**config.mk**
```make
export PLATFORM = sky130hd
export DESIGN_NAME = ps_axl_master
export DESIGN_NICKNAME = d
export VERILOG_FILES = /design/src/rtl/ps_axl_pkg.sv /design/src/rtl/axl_timeout_ctr.sv /design/src/rtl/ps_axl_master.sv
export SDC_FILE = /design/constraint.sdc
export NUM_CORES = 1
export LEC_CHECK = 0
export CORE_MARGIN = 2
export CORE_UTILIZATION = 35
export CTS_CLUSTER_DIAMETER = 30
export DETAILED_ROUTE_END_ITERATION = 7
export GPL_TIMING_DRIVEN = 0
export HOLD_SLACK_MARGIN = 0.06
export PLACE_DENSITY_LB_ADDON = 0.05
export SETUP_SLACK_MARGIN = 0.05
export SLEW_MARGIN = 0
export SYNTH_ARGS = -nofsm -noshare
export SYNTH_HDL_FRONTEND = slang
export SYNTH_SLANG_ARGS = --single-unit
```
**constraint.sdc**
```tcl
create_clock -name clk -period 3.2 [get_ports clk]
set_clock_uncertainty 0.2 [all_clocks]
set_input_delay 0.48 -clock clk [delete_from_list [all_inputs] [get_ports clk]]
set_output_delay 0.48 -clock clk [all_outputs]
set_load 0.005 [all_outputs]
```
**src/rtl/ps_axl_pkg.sv**
```systemverilog
// Shared state encoding, AXI-lite response codes and watchdog defaults for the PS AXI-lite master.
// Latency: none (types, constants and a width helper only).
// Backpressure: none.
package ps_axl_pkg;

    typedef enum logic [2:0] {
        IDLE,
        WR_ADDR_DATA,
        WR_RESP,
        RD_ADDR,
        RD_DATA,
        RSP
    } axl_state_t;

    localparam logic [1:0] RESP_OKAY   = 2'b00;
    localparam logic [1:0] RESP_SLVERR = 2'b10;

    localparam int unsigned TIMEOUT_CYCLES_DEFAULT = 256;

    // Bits needed to count from 0 up to limit-1; never narrower than one bit.
    function automatic int unsigned ctr_width(input int unsigned limit);
        return (limit > 2) ? $clog2(limit) : 1;
    endfunction

endpackage

```
**src/rtl/axl_timeout_ctr.sv**
```systemverilog
// Watchdog counter: counts cycles while run is high and flags expiry on the LIMIT-th such cycle.
// Latency: expired is combinational from the count, so the owner can leave a state on that same cycle.
// Backpressure: none; clr returns the count to zero and wins over run.
module axl_timeout_ctr
    import ps_axl_pkg::*;
#(
    parameter int unsigned LIMIT = TIMEOUT_CYCLES_DEFAULT
) (
    input  logic clk,
    input  logic rst,
    input  logic run,
    input  logic clr,
    output logic expired
);

    localparam int unsigned   CW   = ctr_width(LIMIT);
    localparam logic [CW-1:0] LAST = CW'(LIMIT - 1);

    logic [CW-1:0] cnt;

    // The count is the number of busy cycles already spent, so LAST means this is the LIMIT-th one.
    assign expired = run && (cnt == LAST);

    // Count busy cycles; freeze at LAST once expired so the value cannot wrap before the next clear.
    always_ff @(posedge clk or posedge rst) begin
        if (rst) begin
            cnt <= '0;
        end else if (clr) begin
            cnt <= '0;
        end else if (run && !expired) begin
            cnt <= cnt + 1'b1;
        end
    end

endmodule

```
**src/rtl/ps_axl_master.sv**
```systemverilog
// Bridges single PS requests onto AXI-lite as the initiator, one transaction in flight at a time.
// Latency: write with an always-ready slave gives rsp_valid 3 cycles after acceptance; reads follow the slave.
// Backpressure: req_ready only in IDLE; rsp_valid and its payload hold until rsp_ready.
// Build option: define AXL_TIMEOUT_EN to add a TIMEOUT_CYCLES watchdog that aborts stalled transactions.
module ps_axl_master
    import ps_axl_pkg::*;
#(
    parameter int unsigned DATA_WIDTH     = 32,
    parameter int unsigned ADDR_WIDTH     = 4,
    parameter int unsigned TIMEOUT_CYCLES = TIMEOUT_CYCLES_DEFAULT
) (
    input  logic                  clk,
    input  logic                  rst,
    // PS request side
    input  logic                  req_valid,
    output logic                  req_ready,
    input  logic                  req_write,
    input  logic [ADDR_WIDTH-1:0] req_addr,
    input  logic [DATA_WIDTH-1:0] req_wdata,
    // PS response side
    output logic                  rsp_valid,
    input  logic                  rsp_ready,
    output logic [DATA_WIDTH-1:0] rsp_rdata,
    output logic                  rsp_err,
    // AXI-lite write address
    output logic [ADDR_WIDTH-1:0] waddr,
    output logic                  wavalid,
    input  logic                  waready,
    // AXI-lite write data
    output logic [DATA_WIDTH-1:0] wdata,
    output logic                  wvalid,
    input  logic                  wready,
    // AXI-lite write response
    input  logic [DATA_WIDTH-1:0] wresp,
    input  logic                  bvalid,
    output logic                  bready,
    // AXI-lite read address
    output logic [ADDR_WIDTH-1:0] raddr,
    output logic                  arvalid,
    input  logic                  arready,
    // AXI-lite read data
    input  logic [DATA_WIDTH-1:0] rdata,
    input  logic                  rvalid,
    output logic                  rready
);

    axl_state_t state;
    axl_state_t state_nxt;

    logic [ADDR_WIDTH-1:0] addr_q;
    logic [DATA_WIDTH-1:0] wdata_q;
    logic [DATA_WIDTH-1:0] rdata_q;
    logic                  err_q;
    logic                  aw_pend;
    logic                  w_pend;

    logic accept;
    logic timeout;
    logic aw_fin;
    logic w_fin;
    logic unused_bits;

    // Request handshake; held off during reset even though the state already reads IDLE.
    assign req_ready = (state == IDLE) && !rst;
    assign accept    = req_valid && req_ready;

    // A write channel is finished once its valid has gone, or its handshake completes this cycle.
    assign aw_fin = !aw_pend || waready;
    assign w_fin  = !w_pend  || wready;

`ifdef AXL_TIMEOUT_EN
    logic busy;

    assign busy = (state == WR_ADDR_DATA) || (state == WR_RESP) ||
                  (state == RD_ADDR)      || (state == RD_DATA);

    axl_timeout_ctr #(
        .LIMIT   (TIMEOUT_CYCLES)
    ) u_timeout_ctr (
        .clk     (clk),
        .rst     (rst),
        .run     (busy),
        .clr     (state == IDLE),
        .expired (timeout)
    );

    assign unused_bits = &{1'b0, wresp[DATA_WIDTH-1:2]};
`else
    // No watchdog: a silent slave stalls the master indefinitely.
    assign timeout     = 1'b0;
    // TIMEOUT_CYCLES only matters when the watchdog is built in.
    assign unused_bits = &{1'b0, wresp[DATA_WIDTH-1:2], TIMEOUT_CYCLES[0]};
`endif

    // State register; reset drops any transaction in flight straight back to IDLE.
    always_ff @(posedge clk or posedge rst) begin
        if (rst) begin
            state <= IDLE;
        end else begin
            state <= state_nxt;
        end
    end

    // Next-state decode; the watchdog overrides every slave-wait state.
    always_comb begin
        state_nxt = state;
        case (state)
            IDLE: begin
                if (accept) begin
                    state_nxt = req_write ? WR_ADDR_DATA : RD_ADDR;
                end
            end
            WR_ADDR_DATA: begin
                if (timeout) begin
                    state_nxt = RSP;
                end else if (aw_fin && w_fin) begin
                    state_nxt = WR_RESP;
                end
            end
            WR_RESP: begin
                if (timeout || bvalid) begin
                    state_nxt = RSP;
                end
            end
            RD_ADDR: begin
                if (timeout) begin
                    state_nxt = RSP;
                end else if (arready) begin
                    state_nxt = RD_DATA;
                end
            end
            RD_DATA: begin
                if (timeout || rvalid) begin
                    state_nxt = RSP;
                end
            end
            RSP: begin
                if (rsp_ready) begin
                    state_nxt = IDLE;
                end
            end
            default: begin
                state_nxt = IDLE;
            end
        endcase
    end

    // Request capture, per-channel write valids and response latching.
    always_ff @(posedge clk or posedge rst) begin
        if (rst) begin
            addr_q  <= '0;
            wdata_q <= '0;
            rdata_q <= '0;
            err_q   <= 1'b0;
            aw_pend <= 1'b0;
            w_pend  <= 1'b0;
        end else begin
            if (accept) begin
                addr_q  <= req_addr;
                wdata_q <= req_wdata;
                aw_pend <= req_write;
                w_pend  <= req_write;
                rdata_q <= '0;
                err_q   <= 1'b0;
            end
            if (timeout) begin
                aw_pend <= 1'b0;
                w_pend  <= 1'b0;
                rdata_q <= '0;
                err_q   <= 1'b1;
            end else begin
                // Address and data retire independently, in either order.
                if (aw_pend && waready) begin
                    aw_pend <= 1'b0;
                end
                if (w_pend && wready) begin
                    w_pend <= 1'b0;
                end
                if ((state == WR_RESP) && bvalid) begin
                    err_q <= (wresp[1:0] != RESP_OKAY);
                end
                if ((state == RD_DATA) && rvalid) begin
                    rdata_q <= rdata;
                    err_q   <= 1'b0;
                end
            end
        end
    end

    // Every AXI valid/ready is a flop or a state decode, never a path from an input.
    assign wavalid   = aw_pend;
    assign wvalid    = w_pend;
    assign bready    = (state == WR_RESP);
    assign arvalid   = (state == RD_ADDR);
    assign rready    = (state == RD_DATA);
    assign rsp_valid = (state == RSP);

    assign waddr     = addr_q;
    assign raddr     = addr_q;
    assign wdata     = wdata_q;
    assign rsp_rdata = rdata_q;
    assign rsp_err   = err_q;

endmodule

```
==> impl_metrics.toml <==
[clock_tree]
cts_inserted_buffers = 9
clkLatencyLatePin_ps = 330
h-tree-depth = 3
cts_resized = 0
cts_buffer_depth = 2
postCtsSetupRepairBufs = 0
clkSinkCount = 74
path_clk_slew_ps = 80
cts-root-buf = "clkbuf_8"
ctsHoldBuffers = 0
cts_tree = "yes"

[timing]
fin_crit_sh_pct = 85.1
finalSetupViolCount = 0
tns_ps = 0
relSlewSlack_pct = 62.0
final_hold_viol_count = 0
drv_slew = 0
fmax_ghz = 0.367
rsz0062_at_grt = "false"
worstMarginPinSlew_ps = 562
period_needed_ps = 2720

[critical_path]
reg2reg_depth = 5
rrSetupSlack_ps = 1280
startpoint = "state[1]"
r2r-start = "state[0]"
critPathRequiredTime_ps = 2520
crit_path_start_kind = "register"
critPathMaxFanout = 10
r2r-end = "wdata[0]"
cp.arrival_ps = 2040
cp-end-kind = "output pin"
crit_type = "reg -> out"

[floorplan]
coreArea_mm2 = 0.00876
pin_count = 190
dieArea_mm2 = 0.00990
initial_core_util_pct = 36.4
die_width_um = 99.5
fp-row-count = 34
die_y_um = 99.5

[layout]
fin_nets = 548
utilization_pct = 59.3
area_delta_synth_final_pct = 62.7
layout-drive-gt1-share_pct = 16.1
nFillCells = 765
n_antenna_cell = 0

[power_and_ir_drop]
finalPower_mw = 4.64
pwr-share-seq_pct = 34.9
internal-power_mw = 3.39
clockPowerShare_pct = 19.9
p_leak_nw = 2.45
p_comb_share_pct = 45.2
p_sw_mw = 1.26
switching_share_pct = 27.0
p_per_area_mw_per_mm2 = 894
max-vdd-ir-drop_v = 0.000440

[detailed_routing]
vias = 2574
first_pass_iters = 4
viasPerCell = 4.69
drtAntennaViolNets = 0
wl_um = 8020
drt_iter0_markers = 58
drc = 0
wl_per_cell_um = 14.6

[yosys]
synth_seq_area_share_pct = 58.0
synth_fp_nets = 377
syn_avg_cell_area_um2 = 11.9
synth_cell_types = 26
yosysMostFrequentCell = "dfrtp_1"
ys_seq_elements = 74
synthTopCellsByArea = "dfrtp_1, mux2_4, nand2_1, nand3_1, buf_6"
ys_async_sr_fraction_pct = 100
synth_top_area_share_pct = 58.0
synth_common_cells = "dfrtp_1, nand2_1, mux2_4"
synth_area_leader_cell = "dfrtp_1"
synthCells = 267
synth_ff_type = "dfrtp_1"
yosys_warnings = 0
synth_area_mm2 = 0.00319
synth_edf_count = 0

[hold_path]
hp-class = "reg -> reg"
hp-start = "rsp_rdata[18]"
holdPathEnd = "rsp_rdata[18]"
min_path_cells = 2

[global_routing]
grt_pass1_wl_um = 13100
grt-ovfl-total = 0
antenna_found_initial = 0
grt_pass1_vias = 2581
grt_max_degree = 41
grt_use_total_pct = 16.6

[placed_design]
portBuffers = 159
dp_hpwl_um = 5710
gp_congestion = 0.836

[run]
maxCapViolCount = 0

[status]
status = "finished, final reports clean"
-- flip-flops by register name, indices dropped and copies added, names as in the netlist --
register	cells
state	3
wvalid	1
rsp_err	1
rsp_rdata	32
wdata	32
wavalid	1
raddr	4
-- logic make-up after synthesis --
| logic type | Yosys count | synth area share [%] |
|---|---|---|
| AOI/OAI and AO/OA | 14 | 3.02 |
| DFF | 74 | 58.0 |
| and+or+nand+nor | 119 | 16.9 |
| muxes | 37 | 17.3 |
| buffers and inverters | 23 | 4.71 |
-- layout make-up --
class,instances,area (µm²),share of cell area (%)
Clock buffer,9,124,2.39
Multi-Input combinational cell,170,1190,22.9
Buffer,21,143,2.75
Timing Repair Buffer,160,1610,31.0
Inverter,2,10.0,0.193
Clock inverter,5,129,2.48
Sequential cell,74,1850,35.7
Tap cell,108,135,2.60
-- layer usage --
| metal | GRT usage [%] | up-vias | part of all wire [%] |
|---|---|---|---|
| met1 | 23.0 | 1225 | 45 |
| met5 | 0 | - | 0 |
| met4 | 6.53 | 0 | 1.4 |
| li1 | - | 1235 | - |
| met2 | 24.9 | 103 | 46 |
| met3 | 4.57 | 11 | 7.6 |
-- stage by stage --
step                hold slack [ps]  area [µm²]  cells  setup slack [ps]
global route                    326        5190    549               339
detailed placement              283        4940    535               774
finish                          299        5190    549               478
CTS                             305        5190    549               463
global placement                281        4920    534              -802
floorplan                       290        3190    267               638
-- cell usage in the layout (no fill, tap or decap), drive strengths merged --
cell type | Yosys | layout
clkdlybuf4s50 | 0 | 159
dfrtp | 74 | 74
nand2 | 70 | 70
mux2 | 37 | 37
nand3 | 34 | 34
buf | 16 | 17
clkbuf | 5 | 14
a21oi | 5 | 5
nor2 | 4 | 4
bufinv | 0 | 4
nand2b | 3 | 3
o211ai | 3 | 3
nor3b | 3 | 3
or2 | 2 | 2
inv | 2 | 2
nor4 | 1 | 1
o21bai | 1 | 1
a21o | 1 | 1
o22ai | 1 | 1
a211o | 1 | 1
nor4b | 1 | 1
o41ai | 1 | 1
a311o | 1 | 1
and2 | 1 | 1
clkinv | 0 | 1
-- critical path, stage by stage (launching register included) --
cell and delay, ps:
dfrtp_1 490, buf_2 260, nor3b_1 370, clkdlybuf4s50_1 590
-- power by group through the flow --
stage / Combinational [mW] / Clock, mW / Sequential (mW)
6_report: 2.10 / 0.926 / 1.62
5_1_grt: 2.27 / 0.992 / 1.68
4_1_cts: 2.13 / 0.956 / 1.62
3_5_place_dp: 2.12 / 0 / 1.63
3_3_place_gp: 2.11 / 0 / 1.62
2_1_floorplan: 0.885 / 0 / 1.66
-- how the worst max path moves through the flow --
stage	end	slack, ps	cells after the start
after floorplan	raddr[0]	640	1
after global placement	wdata[16]	-800	2
after detailed placement	req_ready	770	3
after CTS	bready	460	3
after global routing	bready	340	3
final	bready	480	3
Power figures use the tool's default switching activity.
